--- src/rtl/uart_pkg.sv ---
// Shared UART definitions: 8N1 frame constants and receiver FSM states.
package uart_pkg;

  localparam int unsigned CLK_PER_BIT_DEF = 868;
  localparam int unsigned DATA_BITS       = 8;
  localparam logic        STOP_LEVEL      = 1'b1;
  localparam logic        IDLE_LEVEL      = 1'b1;

  typedef enum logic [2:0] {
    IDLE,
    START,
    DATA,
    STOP,
    BREAK
  } rx_state_t;

endpackage

--- src/rtl/sync2.sv ---
// Two-flop synchroniser for an asynchronous single-bit input.
module sync2 #(
  parameter logic RST_VAL = 1'b1
) (
  input  logic clk,
  input  logic rstn,
  input  logic d,
  output logic q
);

  logic meta;

  always_ff @(posedge clk or negedge rstn) begin
    if (!rstn) begin
      meta <= RST_VAL;
      q    <= RST_VAL;
    end else begin
      meta <= d;
      q    <= meta;
    end
  end

endmodule

--- src/rtl/uart_rx.sv ---
// 8N1 UART receiver with a one-entry valid/ready output buffer and sticky
// framing/overrun error flags.
module uart_rx
  import uart_pkg::*;
#(
  parameter int unsigned CLK_PER_BIT = CLK_PER_BIT_DEF,
  parameter int unsigned CNT_W       = 16
) (
  input  logic       clk,
  input  logic       rstn,
  input  logic       rxd,
  output logic [7:0] data,
  output logic       data_valid,
  input  logic       data_ready,
  output logic       busy,
  output logic       ferr,
  output logic       oerr,
  input  logic       err_clr
);

  localparam int unsigned IDX_W = $clog2(DATA_BITS);
  localparam logic [CNT_W-1:0] HALF_LOAD = CNT_W'(CLK_PER_BIT / 2 - 1);
  localparam logic [CNT_W-1:0] FULL_LOAD = CNT_W'(CLK_PER_BIT - 1);
  localparam logic [IDX_W-1:0] LAST_IDX  = IDX_W'(DATA_BITS - 1);

  logic                 rxs;
  rx_state_t            state, state_next;
  logic [CNT_W-1:0]     cnt, cnt_next;
  logic [IDX_W-1:0]     idx, idx_next;
  logic [DATA_BITS-1:0] sreg, sreg_next;
  logic                 load, set_ferr, set_oerr;

  sync2 #(.RST_VAL(IDLE_LEVEL)) u_sync (
    .clk  (clk),
    .rstn (rstn),
    .d    (rxd),
    .q    (rxs)
  );

  always_ff @(posedge clk or negedge rstn) begin
    if (!rstn) begin
      state      <= IDLE;
      cnt        <= '0;
      idx        <= '0;
      sreg       <= '0;
      data       <= '0;
      data_valid <= 1'b0;
      busy       <= 1'b0;
      ferr       <= 1'b0;
      oerr       <= 1'b0;
    end else begin
      state      <= state_next;
      cnt        <= cnt_next;
      idx        <= idx_next;
      sreg       <= sreg_next;
      data       <= load ? sreg : data;
      // A same-cycle accept and load keeps the buffer full with the new byte.
      data_valid <= load | (data_valid & ~data_ready);
      busy       <= (state_next != IDLE);
      ferr       <= set_ferr | (ferr & ~err_clr);
      oerr       <= set_oerr | (oerr & ~err_clr);
    end
  end

  // Bit timing: cnt counts down to 0, where the line is sampled and cnt reloaded.
  always_comb begin
    state_next = state;
    cnt_next   = cnt;
    idx_next   = idx;
    sreg_next  = sreg;
    load       = 1'b0;
    set_ferr   = 1'b0;
    set_oerr   = 1'b0;
    case (state)
      IDLE: begin
        if (rxs != IDLE_LEVEL) begin
          state_next = START;
          cnt_next   = HALF_LOAD;
        end
      end
      START: begin
        if (cnt != '0) begin
          cnt_next = cnt - CNT_W'(1);
        end else if (rxs == IDLE_LEVEL) begin
          state_next = IDLE;
        end else begin
          state_next = DATA;
          cnt_next   = FULL_LOAD;
          idx_next   = '0;
        end
      end
      DATA: begin
        if (cnt != '0) begin
          cnt_next = cnt - CNT_W'(1);
        end else begin
          sreg_next = {rxs, sreg[DATA_BITS-1:1]};
          cnt_next  = FULL_LOAD;
          if (idx == LAST_IDX) state_next = STOP;
          else                 idx_next   = idx + IDX_W'(1);
        end
      end
      STOP: begin
        if (cnt != '0) begin
          cnt_next = cnt - CNT_W'(1);
        end else if (rxs == STOP_LEVEL) begin
          state_next = IDLE;
          if (!data_valid || data_ready) load     = 1'b1;
          else                           set_oerr = 1'b1;
        end else begin
          state_next = BREAK;
          set_ferr   = 1'b1;
        end
      end
      BREAK: begin
        // Hold here until the line returns idle so a stuck-low line cannot retrigger.
        if (rxs == IDLE_LEVEL) state_next = IDLE;
      end
      default: state_next = IDLE;
    endcase
  end

endmodule

--- config.mk ---
export PLATFORM = sky130hd
export DESIGN_NAME = uart_rx
export DESIGN_NICKNAME = d
export VERILOG_FILES = /design/src/rtl/uart_pkg.sv /design/src/rtl/sync2.sv /design/src/rtl/uart_rx.sv
export SDC_FILE = /design/constraint.sdc
export NUM_CORES = 1
export LEC_CHECK = 0
export ABC_AREA = 1
export BUFFER_PORTS_ARGS = -buffer_cell sky130_fd_sc_hd__buf_2
export CORE_ASPECT_RATIO = 0.9
export CORE_MARGIN = 3
export CORE_UTILIZATION = 32
export CTS_CLUSTER_DIAMETER = 40
export CTS_CLUSTER_SIZE = 28
export DETAILED_ROUTE_END_ITERATION = 8
export GPL_ROUTABILITY_DRIVEN = 0
export GPL_TIMING_DRIVEN = 0
export SYNTH_ARGS = -nofsm -noshare
export SYNTH_HDL_FRONTEND = slang
export SYNTH_HIERARCHICAL = 1
export SYNTH_SLANG_ARGS = --single-unit
--- constraint.sdc ---
create_clock -name clk -period 4.2 [get_ports clk]
set_input_delay 0.84 -clock clk [delete_from_list [all_inputs] [get_ports clk]]
set_output_delay 0.84 -clock clk [all_outputs]
set_load 0.05 [all_outputs]
Word level (Yosys, flattened, before mapping)
Cells that the tools add are included. Widths: inputs -> output; s select.

Flip-flop bits (word level): 44. Latch bits: 0. Memory bits (writable): 0. ROM bits: 0. Output and inout bits: 12. Word-level logic and storage cells: 75. Memories: 0.

Add/sub/neg operators: 2. Multipliers: 0. Divide/modulo/power cells: 0. Order comparisons: 0. Eq/ne operators: 12. Shifts and indexed selects: 0. Mux-type cells: 31. Bitwise operators: 9. Reduce and logical (&&, ||, !) cells: 10.

Operator list (number): $mux 16 (5); $pmux 16 s4 (1); $mux 3 (11); $reduce_bool 16->1 (1); $sub 16x1->16 const B (1); $pmux 3 s5 (1); $ne 2x2->1 const B (6); $mux 1 (11); $eq 3x2->1 const B (2); $eq 3x3->1 const B (2); $pmux 3 s2 (1); $reduce_and 5->1 (1); $reduce_and 4->1 (1); $reduce_bool 4->1 (1); $add 3x1->3 const B (1); $and 1x1->1 (3); $eq 3x1->1 const B (1); $logic_not 3->1 (1); $ne 3x3->1 const B (1); $not 1->1 (3); $or 1x1->1 (3); $reduce_bool 3->1 (1); $mux 2 (1); $reduce_and 2->1 (1); other kinds (3) (3).

Logic depth before layout (Yosys ltp)
Gate-level depths: netlist (run 1).

Depth in word-level cells: 7. Mapped depth: 12.

Cells and area by module
Netlist (run 1), hierarchy kept.

Modules (own cells, without submodules): uart_rx (instances 1, cells each 300, area each 2407.3 µm², sequential area each 1051.0 µm²); sync2 (instances 1, cells each 2, area each 52.6 µm², sequential area each 52.6 µm²).

Least setup slack after synthesis (run 1)
OpenSTA, ideal clock, no wires.

Path kind: reg-to-reg. From: register cnt[0]. To: register cnt[1]. Library setup time: 127 ps. Data arrival time: 1525 ps. Setup slack: 2549 ps. Stages on the path, launching flop included: 11. Path buffers: 1. Period minus slack after synthesis: 1651 ps. Path through: dfrtp_1 -> inv_1 -> ha_1 -> nand3_1 -> nor2_4 -> nand3_4 -> nand2_4 -> inv_2 -> buf_6 -> nand3_2 -> o211ai_2.

Cells in the longest elaborated chain, start to end: 3. Elaborated cells between the ends (all ways): 9. Classes of those cells: add/sub: 1; eq/ne: 2; mux: 4; reduce/logical: 2.

RTL lines: from (decl) (line uart_rx.sv:28) `logic [CNT_W-1:0] cnt, cnt_next;`; from (signal assigned) (line uart_rx.sv:53) `cnt <= cnt_next;`; $sub 16x1->16 or $reduce_bool 16->1 (tied branches); $mux 16, or another cell as far along (line uart_rx.sv:103) `if (cnt != '0) begin`; $pmux 16 s4 or $reduce_and 4->1 (tied branches).

Several ways; a longest one is shown, not always the timed one. The select of a mux whose other input is x is not followed. A chain may end at the register's enable or synchronous reset.

Worst setup path after layout (run 1)
From: register cnt[0]. To: register cnt[12].

The elaborated chain is that of the path after synthesis.

==> results of run 1 <==
## cells by family (layout without fill, tap and decap cells)
logic type	Yosys count	after routing	share of synthesized area
adder cells (fa/ha/maj)	4	4	0.0203
flip-flops	44	44	0.449
AND/OR/NAND/NOR	166	166	0.336
AO/OA/AOI/OAI	41	41	0.108
multiplexers	1	1	0.00407
buffers and inverters	45	69	0.0794
XOR/XNOR	1	1	0.00356
## through the flow
step | area [um^2] | power, uW
2_1_floorplan | 2460 | 436
3_5_place_dp | 2660 | 448
3_3_place_gp | 2660 | 448
4_1_cts | 2770 | 788
6_report | 2770 | 780
5_1_grt | 2770 | 807
## sequential cells by signal, summed over array words and instances (netlist names)
signal       flops
data_valid       1
u_sync/meta      1
data             8
cnt             16
sreg             8
busy             1
state            3
oerr             1
ferr             1
idx              3
u_sync/q         1
## report_power, final
group	internal, uW	switching (uW)
registers	425	0.744
logic	1.98	10.5
clock network	179	163
## how the worst min path moves through the flow
stage,from,to,slack (ns)
6_report,u_sync/meta,u_sync/q,0.36
5_1_grt,u_sync/meta,u_sync/q,0.37
4_1_cts,u_sync/meta,u_sync/q,0.36
3_5_place_dp,u_sync/meta,u_sync/q,0.35
3_3_place_gp,u_sync/meta,u_sync/q,0.35
2_1_floorplan,u_sync/meta,u_sync/q,0.35
## metal layers
layer	GRT usage	wire length, um	up-vias
li1	-	-	1003
met1	0.168	2490	878
met2	0.196	2200	30
met3	0.0164	188	11
met4	0.0471	114	0
met5	0	0	-
## cell type report
cell class / instances / area [um^2]
flip-flops and latches: 44 / 1100
repair buffers: 16 / 80.1
multi-input cells: 213 / 1160
well taps: 93 / 116
clock inverters: 3 / 47.5
plain buffers: 4 / 41.3
inverters: 41 / 154
clock buffers: 5 / 68.8
fillers: 745 / 4480
## worst reg2reg max path: stages, from the launching register on
cell	delay [ns]
sky130_fd_sc_hd__dfrtp_1	0.39
sky130_fd_sc_hd__inv_1	0.16
sky130_fd_sc_hd__ha_1	0.24
sky130_fd_sc_hd__nand3_1	0.13
sky130_fd_sc_hd__nor2_4	0.18
sky130_fd_sc_hd__nand2_4	0.11
sky130_fd_sc_hd__nand2_4	0.09
sky130_fd_sc_hd__nand2_4	0.09
sky130_fd_sc_hd__nor2_4	0.16
sky130_fd_sc_hd__inv_2	0.06
sky130_fd_sc_hd__nand2_1	0.06
sky130_fd_sc_hd__nor2_1	0.04
## cells in the final DEF (no fill, tap or decap), drive strengths merged
master and n:
nor2 43, o22ai 1, xor2 1, buf 20
dfrtp 42, o21ai 31, o211ai 3, o21bai 2
and2 1, nand3 23, inv 41, nor3 3
ha 4, nand4 3, clkinv 2, clkbuf 5
mux2i 1, nand2 93, bufinv 1, dfstp 2
a21oi 4
==> summary.md, run 1 <==
| Metric | Value |
|---|---|
| R2r endpoint | `cnt[12]` |
| Max Clk Rate | `552 MHz` |
| Setup ws final | `~2.4 ns` |
| Worst-Margin Slew | `0.974 ns` |
| Floorplan row count | `29` |
| Hold/Removal Path Class | `register to register` |
| Initial antenna violation count | `0` |
| Number of buffer cells added on primary ports | `16` |
| Number of H-tree branching levels | `2` |
| Initial drt markers | `94` |
| Detail Placement HPWL | `3690 um` |
| Capturing element of the worst setup path | `cnt[12]` |
| Share of flip-flops with an asynchronous set or reset | `1.00` |
| Via count of the first global-routing pass | `1,886` |
| Detailed-route wire length | `4990 um` |
| Number of enable-type register cells in the synthesized netlist | `0` |
| Post-cts resize count | `0` |
| Class of the most critical setup path | `register to register` |
| Static leakage power | `~0.0014 uW` |
| Count of vias placed by the detailed router | `1,922` |
| Commonest cells in the synthesized netlist | `sky130_fd_sc_hd__nand2_1, sky130_fd_sc_hd__dfrtp_1, sky130_fd_sc_hd__inv_1, sky130_fd_sc_hd__nor2_1, sky130_fd_sc_hd__nand3_1` |
| Clock sink count | `44` |
| Most used cell along the critical path | `sky130_fd_sc_hd__nand2_4` |
| Diode insertion count for antenna repair | `0` |
| Fraction of the yosys area taken by sequential cells | `0.449` |
| Critical path required time | `4.40 ns` |
| Data arrival time of the critical path | `2.01 ns` |
| Number of cells on the worst reg-to-reg path | `11` |
| CTS root buf | `sky130_fd_sc_hd__clkbuf_8` |
| Final core utilization | `0.382` |
| Clock skew after layout | `0.0116 ns` |
| Final Setup Violations | `0` |
| Avg Vias per Cell | `roughly 4.6` |
| Clk slew on worst S/H paths | `0.09 ns` |
| Die span in x | `98.4 um` |
| Worst Hold Path Cells | `0` |
| Clock latency reported for the late side of the worst-skew pair | `roughly 0.31 ns` |
| Y dimension of the die | `89.2 um` |
| Instance count on the critical path | `11` |
| Average detailed-routed wire length per instance | `~12 um` |
| Dominant delay contributor by cell family on the critical path | `simple AND/OR/NAND/NOR gates` |
| Layout cell share with drive strength beyond 1 | `0.248` |
| Synthesized net count | `about 310` |
| Launch point of the worst path | `cnt[0]` |
| Setup Buffers After CTS | `0` |
| Endpoint kind of the worst setup timing path | `register` |
| Number of buffers between clock root and the deepest sink | `2` |
| Final setup TNS | `0 ns` |
| Fraction of post-synthesis cell area in the top cell type by area | `0.427` |
| Max-Cap Viols | `0` |
| Launch instance of the worst register-to-register path | `cnt[0]` |
| Die area | `8780 um^2` |
| Length of the first detailed-routing pass in iterations | `4` |
| Non-filler cells, final | `419` |
| Worst hold margin | `~0.36 ns` |
| Worst path buffer plus inverter count | `2` |
| Leftover overflow at the end of global routing | `0` |
| RSZ-0062 raised after global routing | `no` |
| Antenna viol nets, final | `0` |
| Post-route minimum period | `1.81 ns` |
| Overall track demand over capacity in global routing | `0.122` |
| Number of hold violations in the final report | `0` |
| Worst setup timing slack at the placement stage | `2.37 ns` |
| Pin count of the biggest net entering global routing | `45` |
| Post-cts hold buffer count | `0` |
| Status | `completed` |
| Master of the slowest instance on the critical path | `sky130_fd_sc_hd__dfrtp_1` |
| Final-stage net count | `334` |
| Drc violations | `0` |
| Rel. slew slack | `0.350` |
| Portion of the clock cycle consumed by the worst path in the final layout | `0.431` |
| Startpoint class of the critical path | `register` |
| Max Fanout on Critical Path | `6` |
| Peak VDD IR | `0.000111 V` |
| Placeable core region | `7260 um^2` |
| First-pass GRT wire length | `8740 um` |
| Most common cell in the synthesized netlist | `sky130_fd_sc_hd__nand2_1` |
| Final slew viol count | `0` |
| Synth warn | `6` |
| Syn Area/Cell | `between 8 and 9 um^2` |
| Cell-by-cell trace of the critical path | `inv_1 -> ha_1 -> nand3_1 -> nor2_4 -> nand2_4 -> nand2_4 -> nand2_4 -> nor2_4 -> inv_2 -> nand2_1 -> nor2_1` |
| Cell type with the largest total area after synthesis | `sky130_fd_sc_hd__dfrtp_1` |
| Synth Cell Area | `between 2000 and 2500 um^2` |
| Register-to-Register Setup Slack | `2.39 ns` |
| Synth area leaders | `sky130_fd_sc_hd__dfrtp_1, sky130_fd_sc_hd__nand2_1, sky130_fd_sc_hd__inv_1` |
| Count of cell types in the netlist | `31` |
| CTS Buf Count | `5` |
| Area growth syn-to-layout | `12.7%` |
| Clock tree from TritonCTS | `done` |
| Effective utilization at floorplan | `0.339` |
| Main synth FF type | `sky130_fd_sc_hd__dfrtp_1` |
| Synthesized netlist cell count | `302` |
| Count of placed standard cells including taps | `411` |
| I/O pin count | `17` |
| Total of flip-flops plus latches after synthesis | `44` |
| Power per unit of standard cell area | `281 nW/um^2` |
| Worst stage delay on the critical path | `about 0.4 ns` |
(Power assumes the default switching activity.)
==> run 2, diff against run 1 <==
Clock period 4.2 ns to 1.8 ns, I/O delays scaled along.
==> run 2 against run 1 <==
  * Count of clock-buffer cells in the layout is the same
  * Die area is the same
  * Hold slack lost 0.21 ns
  * Combinational power grew 130%
  * Clock skew shrank 0.0016 ns
  * Critical path depth shrank 1
  * Largest cell class unchanged
  * Highest routed layer unchanged
==> summary.md, run 2 (synthesis gave the netlist of run 1 again) <==
| Metric | Value |
|---|---|
| Status | `completed` |
| Final setup TNS | `0 ns (unchanged)` |
| Detailed-route wire length | `5040 um (+1.0%)` |
| Layout cell share with drive strength beyond 1 | `0.265 (+0.0168)` |
| Detail Placement HPWL | `3690 um (unchanged)` |
| Post-route minimum period | `1.70 ns (-0.115 ns)` |
| Final slew viol count | `0 (unchanged)` |
| Final-stage net count | `336 (+0.60%)` |
| Max Fanout on Critical Path | `6 (unchanged)` |
| Total power draw | `1820 uW (+130%)` |
| Initial drt markers | `89 (-5.3%)` |
| Rel. slew slack | `0.348 (-0.00262)` |
| Top flop regs | `cnt x16, data x8, sreg x8` |
| Overall track demand over capacity in global routing | `0.122 (unchanged)` |
| Portion of the clock cycle consumed by the worst path in the final layout | `0.942 (+0.511)` |
| Critical path required time | `2.00 ns (-2.40 ns)` |
| Worst Hold Path Cells | `1 (+1)` |
| I/O pin count | `17 (unchanged)` |
| Worst-Margin Slew | `0.978 ns (+0.00394 ns)` |
| Count of vias placed by the detailed router | `1,938 (+0.83%)` |
| Die span in x | `98.4 um (unchanged)` |
| Pin count of the biggest net entering global routing | `45 (unchanged)` |
| Diode insertion count for antenna repair | `0 (unchanged)` |
| Clock tree from TritonCTS | `done` |
| Post-cts hold buffer count | `0 (unchanged)` |
| First-pass GRT wire length | `8740 um (unchanged)` |
| Placeable core region | `7260 um^2 (unchanged)` |
| Number of buffer cells added on primary ports | `16 (unchanged)` |
| Max-Cap Viols | `0 (unchanged)` |
| Leftover overflow at the end of global routing | `0 (unchanged)` |
| Drc violations | `0 (unchanged)` |
| Register with the highest flop count | `cnt` |
| Number of filler cells placed in the layout | `741 (-0.54%)` |
| Area growth syn-to-layout | `13.8%` |
| Power per unit of standard cell area | `649 nW/um^2 (+130%)` |
| Initial antenna violation count | `0 (unchanged)` |
| Launch instance of the worst register-to-register path | `cnt[0]` |
| Worst hold path startpoint | `rxd` |
| Data arrival time of the critical path | `1.90 ns (-0.11 ns)` |
| Endpoint kind of the worst setup timing path | `register` |
| Effective utilization at floorplan | `0.339 (unchanged)` |
| Max Clk Rate | `590 MHz (+6.8%)` |
| Clk slew on worst S/H paths | `0.09 ns (about the same)` |
| Startpoint class of the critical path | `register` |
| Number of cells on the worst reg-to-reg path | `10 (-1)` |
| Launch point of the worst path | `cnt[0]` |
| Number of H-tree branching levels | `2 (unchanged)` |
| Leading cell type in the layout, fill and taps excluded | `sky130_fd_sc_hd__nand2_1` |
| Length of the first detailed-routing pass in iterations | `4 (unchanged)` |
| Hold/Removal Path Class | `input port to register` |
| CTS root buf | `sky130_fd_sc_hd__clkbuf_8` |
| Clock latency reported for the late side of the worst-skew pair | `0.31 ns (about the same)` |
| Number of buffers between clock root and the deepest sink | `2 (unchanged)` |
| Avg Vias per Cell | `4.60 (+0.35%)` |
| Die area | `8780 um^2 (unchanged)` |
| Final core utilization | `0.386 (+0.00362)` |
| Peak VDD IR | `0.000261 V (+130%)` |
| Clock sink count | `44 (unchanged)` |
| Floorplan row count | `29 (unchanged)` |
| Most frequent cells in the layout | `sky130_fd_sc_hd__nand2_1, sky130_fd_sc_hd__dfrtp_1, sky130_fd_sc_hd__inv_1, sky130_fd_sc_hd__nor2_1, sky130_fd_sc_hd__nand3_1` |
| Y dimension of the die | `89.2 um (unchanged)` |
| Static leakage power | `0.00138 uW (+0.34%)` |
| Final Setup Violations | `0 (unchanged)` |
| Clock skew after layout | `0.0101 ns (-0.00156 ns)` |
| Antenna viol nets, final | `0 (unchanged)` |
| Via count of the first global-routing pass | `1,886 (unchanged)` |
| CTS Buf Count | `5 (unchanged)` |
| Average detailed-routed wire length per instance | `12.0 um (+0.56%)` |
| Number of hold violations in the final report | `0 (unchanged)` |
| Class of the most critical setup path | `register to register` |
| Worst hold margin | `0.151 ns (-0.207 ns)` |
| Max FFs per register | `16 (unchanged)` |
## run 2: changes by cell type in the layout (fill, tap and decap cells not counted), sizes merged
cell  previous run  this run
buf             20        22
## run 2: critical path, stage by stage, from the launching register on
cell                      delay, ns
sky130_fd_sc_hd__dfrtp_1       0.40
sky130_fd_sc_hd__inv_2         0.09
sky130_fd_sc_hd__ha_2          0.21
sky130_fd_sc_hd__nand3_1       0.12
sky130_fd_sc_hd__nor2_4        0.16
sky130_fd_sc_hd__nand2_4       0.11
sky130_fd_sc_hd__nand2_4       0.09
sky130_fd_sc_hd__nand2_4       0.09
sky130_fd_sc_hd__nor2_4        0.15
sky130_fd_sc_hd__buf_4         0.14
sky130_fd_sc_hd__a21oi_1       0.04
## run 2: worst paths after layout
kind,end,slack (ns)
setup / recovery,cnt[10],0.10
hold / removal,u_sync/meta,0.15
setup reg to reg,cnt[10],0.10
hold reg to reg,u_sync/q,0.36
max in group asynchronous,cnt[10],0.92
min in group asynchronous,cnt[4],0.21
## run 2: layout make-up
class                   instances  area, um^2  share of cell area
flip-flops and latches         44        1100               0.395
repair buffers                 18        95.1              0.0340
multi-input cells             213        1170               0.418
clock buffers                   5        68.8              0.0246
well taps                      93         116              0.0416
clock inverters                 3        47.5              0.0170
plain buffers                   4        41.3              0.0148
inverters                      41         154              0.0550
## run 2: metal layers
metal,part of all wire,vias up,GRT usage,routed length (um)
met2,0.45,29,0.196,2270
met5,0,-,0,0
met3,0.032,9,0.0164,160
met4,0.022,0,0.0471,110
li1,-,1004,-,-
met1,0.50,896,0.168,2500
## run 2: metrics by stage
step	area (um^2)	std cells	setup slack [ns]
5_1_grt	2800	421	-0.00364
4_1_cts	2770	419	0.0241
3_3_place_gp	2660	411	-0.0150
2_1_floorplan	2460	302	0.149
6_report	2800	421	0.104
3_5_place_dp	2660	411	-0.0269
## run 2: power breakdown
group	switching, uW	internal (uW)	leakage [uW]
registers	1.74	992	0.000581
clock network	375	419	0.0000583
logic	24.7	4.61	0.000745
total	402	1410	0.00138
## run 2: repair_timing
item                       4_1_cts  5_1_grt
gates resized for setup          1        4
pin swaps                        0        2
setup endpoints to repair       10       25
setup buffers                    0        2
==> run 3, diff against run 2 <==
Settings changed: MAX_ROUTING_LAYER set to met4, PLACE_DENSITY_LB_ADDON set to 0.12.
==> run 3 against run 2 <==
  * Global-route usage grew 1.2 points
  * Largest power group unchanged
  * Wire length increased by 3.1%
  * Critical path type unchanged
  * Flip-flop and latch count unchanged
  * Critical endpoint is now cnt[12]
==> summary.md, run 3 (synthesis gave the netlist of run 1 again) <==
| Metric | Value |
|---|---|
| Clock skew after layout | `0.00791 ns (-0.00215 ns)` |
| Clock network fraction of design power | `0.438 (about the same)` |
| Share of total power consumed by net switching | `0.223 (+0.00202)` |
| Detail Placement HPWL | `3800 um (+3.1%)` |
| Number of hold violations in the final report | `0 (unchanged)` |
| Top flop regs | `cnt x16, data x8, sreg x8` |
| CTS root buf | `sky130_fd_sc_hd__clkbuf_8` |
| Clk slew on worst S/H paths | `0.09 ns (about the same)` |
| CTS Buf Count | `5 (unchanged)` |
| Area growth syn-to-layout | `15.8%` |
| Number of buffers between clock root and the deepest sink | `2 (unchanged)` |
| Peak VDD IR | `0.000549 V (+110%)` |
| Static leakage power | `0.00139 uW (+0.72%)` |
| Area occupied by multi-input gates | `1210 um^2 (+3.1%)` |
| Die span in x | `98.4 um (unchanged)` |
| Power per unit of standard cell area | `640 nW/um^2 (-1.4%)` |
| Count of vias placed by the detailed router | `1,933 (-0.26%)` |
| Number of filler cells placed in the layout | `769 (+3.8%)` |
| Final standard cell area without fillers | `2850 um^2 (+1.7%)` |
| Initial antenna violation count | `0 (unchanged)` |
| Leading cell type in the layout, fill and taps excluded | `sky130_fd_sc_hd__nand2_1` |
| Portion of the clock cycle consumed by the worst path in the final layout | `0.933 (-0.00895)` |
| Antenna viol nets, final | `0 (unchanged)` |
| Effective utilization at floorplan | `0.339 (unchanged)` |
| Diode insertion count for antenna repair | `0 (unchanged)` |
| Layout cell share with drive strength beyond 1 | `0.276 (+0.0105)` |
| Drc violations | `0 (unchanged)` |
| Max FFs per register | `16 (unchanged)` |
| Floorplan row count | `29 (unchanged)` |
| Most frequent cells in the layout | `sky130_fd_sc_hd__nand2_1, sky130_fd_sc_hd__dfrtp_1, sky130_fd_sc_hd__inv_1, sky130_fd_sc_hd__nor2_1, sky130_fd_sc_hd__nand3_1` |
| Length of the first detailed-routing pass in iterations | `4 (unchanged)` |
| Max Clk Rate | `595 MHz (+0.96%)` |
| Final Setup Violations | `0 (unchanged)` |
| Post-route minimum period | `1.68 ns (-0.0161 ns)` |
| Worst hold margin | `0.144 ns (-0.00778 ns)` |
| Combinational share of power | `0.016 (about the same)` |
| Number of H-tree branching levels | `2 (unchanged)` |
| Register-to-Register Setup Slack | `0.12 ns (+0.02 ns)` |
| Initial drt markers | `59 (-34%)` |
| I/O pin count | `17 (unchanged)` |
| Register with the highest flop count | `cnt` |
| Number of buffer cells added on primary ports | `16 (unchanged)` |
| Overall track demand over capacity in global routing | `0.134 (+0.0122)` |
| Average detailed-routed wire length per instance | `12.3 um (+2.6%)` |
| Placeable core region | `7260 um^2 (unchanged)` |
| Y dimension of the die | `89.2 um (unchanged)` |
| Class of the most critical setup path | `register to register` |
| Final slew viol count | `0 (unchanged)` |
| Startpoint class of the critical path | `register` |
| Cell internal power dissipation | `1420 uW (about the same)` |
| Length of routed met2 wiring | `2220 um (-2.6%)` |
| Critical path required time | `1.99 ns (about the same)` |
| Rel. slew slack | `0.331 (-0.0164)` |
| Detailed-route wire length | `5200 um (+3.1%)` |
| Leftover overflow at the end of global routing | `0 (unchanged)` |
| Max-Cap Viols | `0 (unchanged)` |
| Worst-Margin Slew | `1.00 ns (+0.0245 ns)` |
| Post-cts hold buffer count | `0 (unchanged)` |
| First-pass GRT wire length | `9020 um (+3.2%)` |
| Clock latency reported for the late side of the worst-skew pair | `0.30 ns (about the same)` |
| Final-stage net count | `338 (+0.60%)` |
| Pin count of the biggest net entering global routing | `45 (unchanged)` |
| Hold/Removal Path Class | `input port to register` |
| Net Sw Power | `406 uW (+1.2%)` |
| Avg Vias per Cell | `4.57 (-0.73%)` |
| Reg power frac | `0.545 (-0.002)` |
| Status | `completed` |
| Endpoint kind of the worst setup timing path | `register` |
| Top routing layer used | `met4` |
| Storage cell area | `1100 um^2 (-0.11%)` |
| Clock tree from TritonCTS | `done` |
| Data arrival time of the critical path | `1.87 ns (-0.03 ns)` |
| Routed length on met1 | `2750 um (+10%)` |
| Max Fanout on Critical Path | `6 (unchanged)` |
| Cell area after placement | `2660 um^2 (unchanged)` |
| Die area | `8780 um^2 (unchanged)` |
| Clock sink count | `44 (unchanged)` |
| Met3 Wirelength | `175 um (+9.4%)` |
| Via count of the first global-routing pass | `1,858 (-1.5%)` |
[run 3: critical path, stage by stage, from the launching register on]
cell                      delay, ns
sky130_fd_sc_hd__dfrtp_1       0.40
sky130_fd_sc_hd__inv_2         0.12
sky130_fd_sc_hd__ha_4          0.17
sky130_fd_sc_hd__nand3_2       0.09
sky130_fd_sc_hd__nor2_4        0.15
sky130_fd_sc_hd__nand2_4       0.11
sky130_fd_sc_hd__nand2_4       0.12
sky130_fd_sc_hd__nand2_8       0.07
sky130_fd_sc_hd__nor2_4        0.18
sky130_fd_sc_hd__inv_2         0.06
sky130_fd_sc_hd__nand2_1       0.06
sky130_fd_sc_hd__nor2_1        0.04
[run 3: cell type report]
cell class                      instances  share of cell area
Clock inverter                          3              0.0163
Inverter                               41              0.0540
Multi-Input combinational cell        213               0.424
Timing Repair Buffer                   20              0.0387
Clock buffer                            5              0.0242
Tap cell                               93              0.0409
Buffer                                  4              0.0145
Sequential cell                        44               0.388
[run 3: layer usage]
layer | GRT usage | vias up
met5 | - | -
met4 | 0.0372 | 0
met3 | 0.0304 | 6
met2 | 0.206 | 23
met1 | 0.179 | 887
li1 | - | 1017
[run 3: path summary, 6_finish.rpt]
path                       cells past startpoint     endpoint   startpoint
setup / recovery                              11      cnt[12]       cnt[0]
hold reg to reg                                0     u_sync/q  u_sync/meta
hold / removal                                 1  u_sync/meta          rxd
min in group asynchronous                      1      sreg[5]         rstn
setup reg to reg                              11      cnt[12]       cnt[0]
max in group asynchronous                      1      cnt[11]         rstn
[run 3: repair_timing]
action | CTS | global route
gates cloned | 0 | 0
gates resized for setup | 1 | 9
pin swaps | 0 | 6
setup buffers | 0 | 4
endpoints found under the setup margin | 18 | 27
[run 3: through the flow]
step / worst slack [ns] / instances / util / TNS (ns) / total power, uW
3_3_place_gp: -0.0450 / 411 / 0.366 / -0.115 / 1040
2_1_floorplan: 0.149 / 302 / - / 0 / 1020
6_report: 0.121 / 423 / 0.392 / 0 / 1820
3_5_place_dp: -0.0503 / 411 / 0.366 / -0.227 / 1050
5_1_grt: -0.00139 / 423 / 0.392 / -0.00254 / 1900
4_1_cts: 0.000144 / 419 / 0.382 / 0 / 1850
[run 3: power by group through the flow]
stage / registers [uW] / clock network (uW) / logic [uW]
detailed placement: 1010 / 0 / 32.5
floorplan: 1010 / 0 / 5.53
finish: 993 / 798 / 29.9
global placement: 1010 / 0 / 32.1
CTS: 994 / 819 / 32.5
global route: 994 / 868 / 35.9
